--- config.mk ---
export PLATFORM = sky130hd
export DESIGN_NAME = rv_wb_stage
export DESIGN_NICKNAME = d
export VERILOG_FILES = /design/src/rtl/rv_wb_stage.sv
export SDC_FILE = /design/constraint.sdc
export NUM_CORES = 1
export LEC_CHECK = 0
export ABC_CLOCK_PERIOD_IN_PS = 2100
export CORE_ASPECT_RATIO = 1.2
export CORE_MARGIN = 3
export CORE_UTILIZATION = 40
export CTS_BUF_LIST = sky130_fd_sc_hd__clkbuf_2 sky130_fd_sc_hd__clkbuf_4 sky130_fd_sc_hd__clkbuf_8
export DETAILED_ROUTE_END_ITERATION = 10
export PLACE_DENSITY = 0.79
export SETUP_SLACK_MARGIN = 0.4
export SYNTH_ARGS = -nofsm -noshare
export SYNTH_HDL_FRONTEND = slang
export SYNTH_SLANG_ARGS = --single-unit
--- constraint.sdc ---
create_clock -name clk -period 2.1 [get_ports clk]
set_input_delay 0.42 -clock clk [delete_from_list [all_inputs] [get_ports clk]]
set_output_delay 0.42 -clock clk [all_outputs]
set_load 0.01 [all_outputs]
--- src/rtl/rv_wb_stage.sv ---
// RV32I writeback stage: turns each accepted instruction into at most one
// register-file write, stalling on loads until the data-memory word returns.
module rv_wb_stage #(
  parameter int WIDTH = 32
) (
  input  logic             clk,
  input  logic             rst_n,
  input  logic             in_valid,
  output logic             in_ready,
  input  logic [6:0]       opcode,
  input  logic [2:0]       funct3,
  input  logic [4:0]       rd,
  input  logic [WIDTH-1:0] alu_res,
  input  logic [WIDTH-1:0] PC,
  input  logic [WIDTH-1:0] imm,
  input  logic [WIDTH-1:0] CSR,
  input  logic             mem_rvalid,
  input  logic [WIDTH-1:0] mem_rdata,
  output logic             rd_we,
  output logic [4:0]       rd_addr,
  output logic [WIDTH-1:0] rd_data,
  output logic [31:0]      instret
);

  localparam logic [0:0] S_IDLE     = 1'b0;
  localparam logic [0:0] S_WAIT_MEM = 1'b1;

  localparam logic [6:0] OP_LOAD   = 7'b0000011;
  localparam logic [6:0] OP_REG    = 7'b0110011;
  localparam logic [6:0] OP_IMM    = 7'b0010011;
  localparam logic [6:0] OP_LUI    = 7'b0110111;
  localparam logic [6:0] OP_AUIPC  = 7'b0010111;
  localparam logic [6:0] OP_JAL    = 7'b1101111;
  localparam logic [6:0] OP_JALR   = 7'b1100111;
  localparam logic [6:0] OP_SYSTEM = 7'b1110011;

  logic [0:0]       state_q, state_d;
  logic [4:0]       ld_rd_q, ld_rd_d;
  logic [2:0]       ld_funct3_q, ld_funct3_d;
  logic [1:0]       ld_off_q, ld_off_d;
  logic             rd_we_q, rd_we_d;
  logic [4:0]       rd_addr_q, rd_addr_d;
  logic [WIDTH-1:0] rd_data_q, rd_data_d;
  logic [31:0]      instret_q, instret_d;

  // Writeback candidate for this cycle, shared by the ALU and load paths.
  logic             done;
  logic             wb_en;
  logic [4:0]       wb_rd;
  logic [WIDTH-1:0] wb_val;
  logic [7:0]       ld_byte;
  logic [15:0]      ld_half;

  assign ld_byte = 8'(mem_rdata >> {ld_off_q, 3'b000});
  assign ld_half = 16'(mem_rdata >> {ld_off_q[1], 4'b0000});

  always_comb begin
    // NOTE: every signal gets a default first so no path through the case
    // leaves one unassigned, which would otherwise infer a latch.
    state_d     = state_q;
    ld_rd_d     = ld_rd_q;
    ld_funct3_d = ld_funct3_q;
    ld_off_d    = ld_off_q;
    rd_we_d     = 1'b0;
    rd_addr_d   = rd_addr_q;
    rd_data_d   = rd_data_q;
    instret_d   = instret_q;
    done        = 1'b0;
    wb_en       = 1'b0;
    wb_rd       = rd;
    wb_val      = '0;

    case (state_q)
      S_IDLE: begin
        if (in_valid) begin
          if (opcode == OP_LOAD) begin
            state_d     = S_WAIT_MEM;
            ld_rd_d     = rd;
            ld_funct3_d = funct3;
            ld_off_d    = alu_res[1:0];
          end else begin
            done = 1'b1;
            case (opcode)
              OP_REG, OP_IMM, OP_AUIPC: begin wb_en = 1'b1; wb_val = alu_res; end
              OP_LUI:                   begin wb_en = 1'b1; wb_val = imm; end
              OP_JAL, OP_JALR:          begin wb_en = 1'b1; wb_val = PC + WIDTH'(4); end
              OP_SYSTEM:                begin wb_en = (funct3 != 3'd0); wb_val = CSR; end
              default:                  wb_en = 1'b0;
            endcase
          end
        end
      end
      default: begin
        if (mem_rvalid) begin
          state_d = S_IDLE;
          done    = 1'b1;
          wb_rd   = ld_rd_q;
          case (ld_funct3_q)
            3'd0: begin wb_en = 1'b1; wb_val = {{(WIDTH-8){ld_byte[7]}}, ld_byte}; end
            3'd4: begin wb_en = 1'b1; wb_val = {{(WIDTH-8){1'b0}}, ld_byte}; end
            3'd1: begin wb_en = 1'b1; wb_val = {{(WIDTH-16){ld_half[15]}}, ld_half}; end
            3'd5: begin wb_en = 1'b1; wb_val = {{(WIDTH-16){1'b0}}, ld_half}; end
            3'd2: begin wb_en = 1'b1; wb_val = mem_rdata; end
            default: wb_en = 1'b0;
          endcase
        end
      end
    endcase

    if (done) begin
      instret_d = instret_q + 32'd1;
      if (wb_en && (wb_rd != 5'd0)) begin
        rd_we_d   = 1'b1;
        rd_addr_d = wb_rd;
        rd_data_d = wb_val;
      end
    end
  end

  always_ff @(posedge clk or negedge rst_n) begin
    if (!rst_n) begin
      state_q     <= S_IDLE;
      ld_rd_q     <= '0;
      ld_funct3_q <= '0;
      ld_off_q    <= '0;
      rd_we_q     <= 1'b0;
      rd_addr_q   <= '0;
      rd_data_q   <= '0;
      instret_q   <= '0;
    end else begin
      // NOTE: non-blocking so every flop samples the pre-edge values of the others.
      state_q     <= state_d;
      ld_rd_q     <= ld_rd_d;
      ld_funct3_q <= ld_funct3_d;
      ld_off_q    <= ld_off_d;
      rd_we_q     <= rd_we_d;
      rd_addr_q   <= rd_addr_d;
      rd_data_q   <= rd_data_d;
      instret_q   <= instret_d;
    end
  end

  assign in_ready = (state_q == S_IDLE);
  assign rd_we    = rd_we_q;
  assign rd_addr  = rd_addr_q;
  assign rd_data  = rd_data_q;
  assign instret  = instret_q;

endmodule
==> flow_summary.toml, run 1 <==
[status]
status = "complete, no violations"

[setup_path]
worstPathMaxFanout = 25
cp.arrival_ns = 2.28
crit_path_start_kind = "flip-flop"
worstPathRequired_ns = 2.37
path_class = "reg2reg"
worstSetupEndpointType = "flip-flop"

[logic_synthesis]
netlist_area_sq_mm = 0.005846
synth_edf_count = 0
postSynthCellCount = 681
seq_area_frac_synth_pct = 34.67
ys_types = 72
synth-seq-cells = 81
yosysWarnings = 0
ys.flop_type = "dfrtp_1"
yosys.area.top_type = "dfrtp_1"
synth_top_area_share_pct = 34.67
synth_nets = 862
syn_avg_cell_area_sq_um = 8.584
synth_area_leaders = "dfrtp_1 35%, a21oi_1 6.0%, nand2_1 4.6%"
ys_async_sr_fraction_pct = 100.0

[placement]
placed_cell_area_sq_mm = 0.009485
gp_congestion = 0.9651
portBuffers = 249
dpl.cell_count = 1190
dpl.hpwl_um = 19980

[grt]
grt_usage_pct = 32.32
grt_pass1_vias = 7668
antenna_found_initial = 1
grt_first_pass_wirelength_um = 40740
grt_max_degree = 33
grt-ovfl-total = 0

[sta]
final_max_slew_viol_count = 0
max_freq_ghz = 0.4964
hold_viol = 0
fin_worst_skew_ns = 0.01023
rsz0062_at_grt = "yes"
period_needed_ns = 2.014
fin_setup_tns_ns = 0
period_share_pct = 95.93
worst_pin_slew_ns = 0.4422
maxSlewHeadroom_pct = 70.52
setup_viol = 0

[clock_tree]
cts_tree = "yes"
root_buffer = "clkbuf_8"
htreeDepth = 3
clkLatencyLatePin_ns = 0.38
clockBufferDepth = 2
cts_buffers = 9
path_clk_slew_ns = 0.09
cts_sinks = 81

[detailed_routing]
first_iter_violations = 967
vias = 7990
drt_pass1_iterations = 6
vias_per_cell = 6.331
drcViolationCount = 0
routed_wl_um = 29370
routedWlPerCell_um = 23.27
antenna_left = 0

[power_and_ir_drop]
vdd_ir_drop_max_mv = 0.3126
power_density_mw_per_mm2 = 530.4
p_sw_mw = 2.058
p_comb_share_pct = 43.9
seqPwrFrac_pct = 37.6
p_int_mw = 3.668
total_power_mw = 5.726
p_sw_share_pct = 35.94
p_clk_share_pct = 18.5
p_leak_nw = 4.622

[floorplanning]
fp.dieW_um = 116.4
std_cell_rows = 47
boundaryPins = 250
core_sq_mm = 0.01405
start_util_pct = 41.59
die-area_sq_mm = 0.01611
die_h_um = 138.4

[finish]
fillers = 934
seqCellArea_sq_mm = 0.002033
final_nets = 1267
multi_input_area_sq_mm = 0.004164
finalInstanceArea_sq_mm = 0.01080
final_cells = 1262
syn2layout_area_growth_pct = 84.70
drive_gt1_share_pct = 31.74

[flow_run]
maxCapViolations = 0

[worst_hold_path]
hold_path.class = "in2reg"
## what timing repair did
item                                   CTS  global route
pin swaps                               58            29
endpoints found under the hold margin   29             0
gates cloned                             8             3
hold buffers                             1             0
setup buffers                           34            10
setup endpoints to repair              137            71
gates resized for setup                225            71
## cell families (layout without fill, tap and decap cells)
kind of cell | after synthesis | in the layout | share of synthesized area (%)
compound gates | 250 | 250 | 29.22
simple gates | 231 | 232 | 20.76
flops | 81 | 81 | 34.67
buf+inv | 51 | 459 | 3.874
xor+xnor | 37 | 37 | 5.544
mux | 29 | 29 | 5.501
fa+ha+maj | 2 | 2 | 0.4280
other cells | 0 | 1 | 0
## metal layers
layer  global-route usage [%]  vias to the layer above  share of wire [%]
met5                        0                        -                  0
met2                    54.70                      681                 49
met1                    38.11                     3722                 34
met4                    14.48                        0                6.1
li1                         -                     3430                  -
met3                    7.867                      157                 11
## Yosys cell counts, types with 15 or more instances
cell / n
a21oi_1: 70
a22oi_1: 21
a31oi_1: 31
clkbuf_1: 25
dfrtp_1: 81
mux2_2: 15
nand2_1: 71
nand3_1: 33
nand4_1: 16
nor2_1: 28
o21ai_0: 28
o2bb2ai_1: 25
xnor2_1: 21
xor2_1: 16
## flip-flops by register name, indices dropped and copies added, names as in the netlist
signal and count:
ld_funct3_q 3, instret 32, ld_rd_q 5, ld_off_q 2
rd_addr 5, rd_data 32, state_q 1, rd_we 1
## layout by cell type, fill, tap and decap left out, types with 11 or more instances in the layout
cell type / netlist / layout
xor2_1: 16 / 16
o2bb2ai_1: 25 / 21
clkdlybuf4s50_1: 0 / 139
xnor2_1: 21 / 21
a31oi_1: 31 / 29
nand2_1: 71 / 68
o21ai_1: 8 / 11
nor2_1: 28 / 22
dlymetal6s2s_1: 0 / 11
o21ai_0: 28 / 21
a21oi_2: 0 / 34
nand3_1: 33 / 28
mux2i_1: 13 / 13
mux2_2: 15 / 15
dlygate4sd2_1: 0 / 88
dfrtp_1: 81 / 76
buf_6: 1 / 20
a22oi_1: 21 / 21
o31a_1: 11 / 11
a21oi_1: 70 / 30
nand4_1: 16 / 16
buf_12: 0 / 13
buf_4: 1 / 142
## worst paths after layout
check,start,endpoint,slack (ns),depth (start not counted)
worst min register to register,instret[31]$_DFFE_PN0P_,instret[31]$_DFFE_PN0P_,0.47,1
max in group asynchronous,rst_n,ld_funct3_q[1]$_DFFE_PN0P_,0.92,3
min in group asynchronous,rst_n,instret[10]$_DFFE_PN0P_,0.53,2
worst max register to register,ld_funct3_q[0]$_DFFE_PN0P_,rd_data[11]$_DFFE_PN0P_,0.09,7
worst max-delay path,ld_funct3_q[0]$_DFFE_PN0P_,rd_data[11]$_DFFE_PN0P_,0.09,7
worst min-delay path,rd[3],ld_rd_q[3]$_DFFE_PN0P_,0.38,3
## cell type report
type	count	share of cell area, %
clock buffers	12	1.356
repair buffers	433	38.57
inverters	11	0.4983
clock inverters	3	0.1738
flip-flops and latches	81	18.83
diodes	1	0.02318
multi-input cells	550	38.57
well taps	171	1.982
## power by group through the flow
| stage | Combinational, mW | Clock [mW] | Sequential, mW |
|---|---|---|---|
| floorplan | 0.684 | 0 | 2.24 |
| global placement | 2.21 | 0 | 2.17 |
| detailed placement | 2.25 | 0 | 2.17 |
| CTS | 2.32 | 1.05 | 2.13 |
| global route | 2.64 | 1.10 | 2.18 |
| finish | 2.51 | 1.06 | 2.15 |
## metrics by stage
stage	util (%)	hold slack, ns	setup WS (ns)
after floorplan	-	0.1244	0.2302
after global placement	67.49	0.3813	-0.3948
after detailed placement	67.49	0.3845	-0.4229
after CTS	74.02	0.3954	0.2344
after global routing	76.80	0.3982	0.06070
final	76.82	0.3770	0.08554
## worst max-delay path: stages (launching register included)
cell and delay, ns:
dfrtp_1 0.43, buf_4 0.18, nor3b_2 0.20, buf_4 0.30, o21ai_0 0.16, a31oi_1 0.28
a21oi_2 0.09, a31oi_1 0.26
Power figures use the tool's default switching activity.
==> inputs of run 2 (changes only) <==
--- a/config.mk
+++ b/config.mk
@@ -6,6 +6,7 @@
 export NUM_CORES = 1
 export LEC_CHECK = 0
 export ABC_CLOCK_PERIOD_IN_PS = 2100
+export CAP_MARGIN = 20
 export CORE_ASPECT_RATIO = 1.2
 export CORE_MARGIN = 3
 export CORE_UTILIZATION = 40
==> results of run 2 <==
No change in the layout: final DEF, timing and power equal those of run 1.
==> inputs of run 3 (changes only) <==
--- a/config.mk
+++ b/config.mk
@@ -5,14 +5,16 @@
 export SDC_FILE = /design/constraint.sdc
 export NUM_CORES = 1
 export LEC_CHECK = 0
+export ABC_AREA = 1
 export ABC_CLOCK_PERIOD_IN_PS = 2100
 export CAP_MARGIN = 20
 export CORE_ASPECT_RATIO = 1.2
 export CORE_MARGIN = 3
-export CORE_UTILIZATION = 40
+export CORE_UTILIZATION = 42
 export CTS_BUF_LIST = sky130_fd_sc_hd__clkbuf_2 sky130_fd_sc_hd__clkbuf_4 sky130_fd_sc_hd__clkbuf_8
 export DETAILED_ROUTE_END_ITERATION = 10
-export PLACE_DENSITY = 0.79
+export HOLD_SLACK_MARGIN = 0.08
+export PLACE_DENSITY = 0.8
 export SETUP_SLACK_MARGIN = 0.4
 export SYNTH_ARGS = -nofsm -noshare
 export SYNTH_HDL_FRONTEND = slang
==> flow_summary.toml, run 3 <==
[status]
status = "complete, no violations"

[grt]
grt_first_pass_wirelength_um = 45240
antenna_found_initial = 3
grt-ovfl-total = 0
grt_usage_pct = 33.42
grt_pass1_vias = 8626
grt_max_degree = 37

[floorplanning]
die-area_sq_mm = 0.01738
core_sq_mm = 0.01527
std_cell_rows = 49
boundaryPins = 250
die_h_um = 143.8
start_util_pct = 43.55
fp.dieW_um = 120.9

[placement]
dpl.cell_count = 1633
gp_congestion = 0.9702
portBuffers = 249
placed_cell_area_sq_mm = 0.01011
dpl.hpwl_um = 23610
pre_cts_slack_ns = -0.3168

[power_and_ir_drop]
p_leak_nw = 5.780
power_density_mw_per_mm2 = 494.7
vdd_ir_drop_max_mv = 0.3776
seqPwrFrac_pct = 36.2
p_clk_share_pct = 20.4
p_sw_mw = 2.132
p_comb_share_pct = 43.5
p_int_mw = 3.466
p_sw_share_pct = 38.09

[logic_synthesis]
synth-seq-cells = 81
synth_xor_area_share_pct = 3.820
synth_top_area_share_pct = 30.49
synth_nets = 1288
seq_area_frac_synth_pct = 30.49
synth_top_family_by_area = "simple AND/OR/NAND/NOR gates"
yosys.area.top_type = "dfrtp_1"
yosysMostFrequentCell = "nand2_1"
ys_async_sr_fraction_pct = 100.0
yosysWarnings = 0
synth_compound_area_share_pct = 10.22
synth_area_leaders = "dfrtp_1 30%, nand2_1 28%, nor2_1 6.9%"
postSynthCellCount = 1107
netlist_area_sq_mm = 0.006649
synth_edf_count = 0
synth_adder_area_share_pct = 0.3764
ys.flop_type = "dfrtp_1"
ys_types = 42
muxShareOfSynthArea_pct = 0.3764
yosys.area_share.simple_pct = 46.22
synth_commonest_cells = "489 x nand2_1, 122 x nor2_1, 83 x inv_1, 81 x dfrtp_1, 71 x nand3_1"
syn_avg_cell_area_sq_um = 6.006

[setup_path]
crit_path_start_kind = "flip-flop"
startpoint = "state_q$_DFF_PN0_"
r2r_cells = 11
r2r_start = "state_q$_DFF_PN0_"
worstPathRequired_ns = 2.41
critPathCapture = "rd_data[1]$_DFFE_PN0P_"
reg2reg_slack_ns = 0.36
cp.arrival_ns = 2.04
path_class = "reg2reg"
worstPathMaxFanout = 9
worstSetupEndpointType = "flip-flop"
regToRegEndpoint = "rd_data[1]$_DFFE_PN0P_"

[finish]
postLayoutCoreUtil_pct = 74.13
finalInstanceArea_sq_mm = 0.01132
final_nets = 1676
final_cells = 1706
syn2layout_area_growth_pct = 70.19
layout_common_cells = "458 x nand2_1, 149 x clkdlybuf4s50_1, 139 x buf_4"
fillers = 1232
layout_commonest_cell = "nand2_1"
drive_gt1_share_pct = 22.93

[clock_tree]
htreeDepth = 3
cts_buffers = 9
clockBufferDepth = 2
cts_tree = "yes"
clkLatencyLatePin_ns = 0.37
root_buffer = "clkbuf_8"
path_clk_slew_ns = 0.09
cts_sinks = 81

[detailed_routing]
vias = 8936
vias_per_cell = 5.238
first_iter_violations = 691
routed_wl_um = 30440
drt_pass1_iterations = 5
antenna_left = 0
drcViolationCount = 0
routedWlPerCell_um = 17.84

[sta]
period_needed_ns = 1.738
setup_viol = 0
maxSlewHeadroom_pct = 69.37
worst_pin_slew_ns = 0.4559
hold_viol = 0
final_max_slew_viol_count = 0
max_freq_ghz = 0.5754
period_share_pct = 82.76
fin_setup_tns_ns = 0
setup_ws_ns = 0.3621
fin_worst_skew_ns = 0.01878
rsz0062_at_grt = "yes"

[worst_hold_path]
worstHoldPathCells = 2
hold_start = "mem_rvalid"
hold_path.class = "in2reg"

[flow_run]
maxCapViolations = 0
## run 3: cell types whose count changed after synthesis, sizes merged, moves of 18 or more
cell / change
a22oi: -21
a31oi: -33
clkbuf: -18
inv: +82
nand2: +422
nand3: +38
nor2: +108
o2bb2ai: -25
## run 3: through the flow
stage | hold slack, ns | power, mW
after global placement | 0.3896 | 4.120
final | 0.4365 | 5.598
after global routing | 0.4738 | 5.856
after CTS | 0.4021 | 5.336
after detailed placement | 0.3901 | 4.154
after floorplan | 0.1244 | 2.868
## run 3: timing repair
| action | in CTS | in global routing |
|---|---|---|
| resized for setup | 144 | 127 |
| hold endpoints to repair | 27 | 0 |
| pin swaps | 21 | 29 |
| hold buffers | 1 | 0 |
| buffers inserted | 38 | 12 |
| setup endpoints to repair | 129 | 69 |
| cloned | 3 | 1 |
## run 3: logic make-up after synthesis
kind of cell	count (synthesis)
buffers and inverters	128
multiplexers	2
adder cells (fa/ha/maj)	2
AND/OR/NAND/NOR	749
flip-flops	81
XOR/XNOR	29
AO/OA/AOI/OAI	116
## run 3: how the worst min path moves through the flow
| stage | endpoint | slack, ns |
|---|---|---|
| finish | state_q$_DFF_PN0_ | 0.44 |
| detailed placement | rd_data[7]$_DFFE_PN0P_ | 0.39 |
| CTS | state_q$_DFF_PN0_ | 0.40 |
| global placement | rd_data[7]$_DFFE_PN0P_ | 0.39 |
| floorplan | instret[0]$_DFFE_PN0P_ | 0.12 |
| global route | state_q$_DFF_PN0_ | 0.47 |
## run 3: power by group through the flow
stage               logic (mW)  registers, mW  clock network (mW)
finish                    2.43           2.02                1.14
CTS                       2.19           2.01                1.13
floorplan                0.724           2.14                   0
global placement          2.05           2.07                   0
global route              2.61           2.05                1.20
detailed placement        2.07           2.08                   0
## run 3: area by class of cell
class | instances | area [sq um] | area share [%]
diodes | 2 | 5.005 | 0.04423
multi-input cells | 898 | 4514 | 39.89
repair buffers | 411 | 3934 | 34.76
well taps | 204 | 255.2 | 2.256
inverters | 94 | 385.4 | 3.406
flip-flops and latches | 81 | 2033 | 17.97
clock inverters | 6 | 51.30 | 0.4533
clock buffers | 10 | 137.6 | 1.216
## run 3: metal layers
| metal | global-route usage (%) | wire length [um] | up-vias |
|---|---|---|---|
| met5 | 0 | 11 | - |
| met4 | 14.38 | 1447 | 2 |
| met3 | 7.126 | 2429 | 96 |
| met2 | 61.04 | 15520 | 417 |
| met1 | 37.39 | 11030 | 4146 |
| li1 | - | - | 4275 |
## run 3: worst max-delay path: stages, from the launching register on
cell,delay (ns)
dfrtp_1,0.42
nand2_4,0.12
inv_4,0.06
nand2_2,0.06
o21ai_1,0.08
nor2_1,0.13
nand4_1,0.16
nand2_4,0.18
buf_6,0.16
buf_16,0.14
nand2_1,0.07
nand2_1,0.08
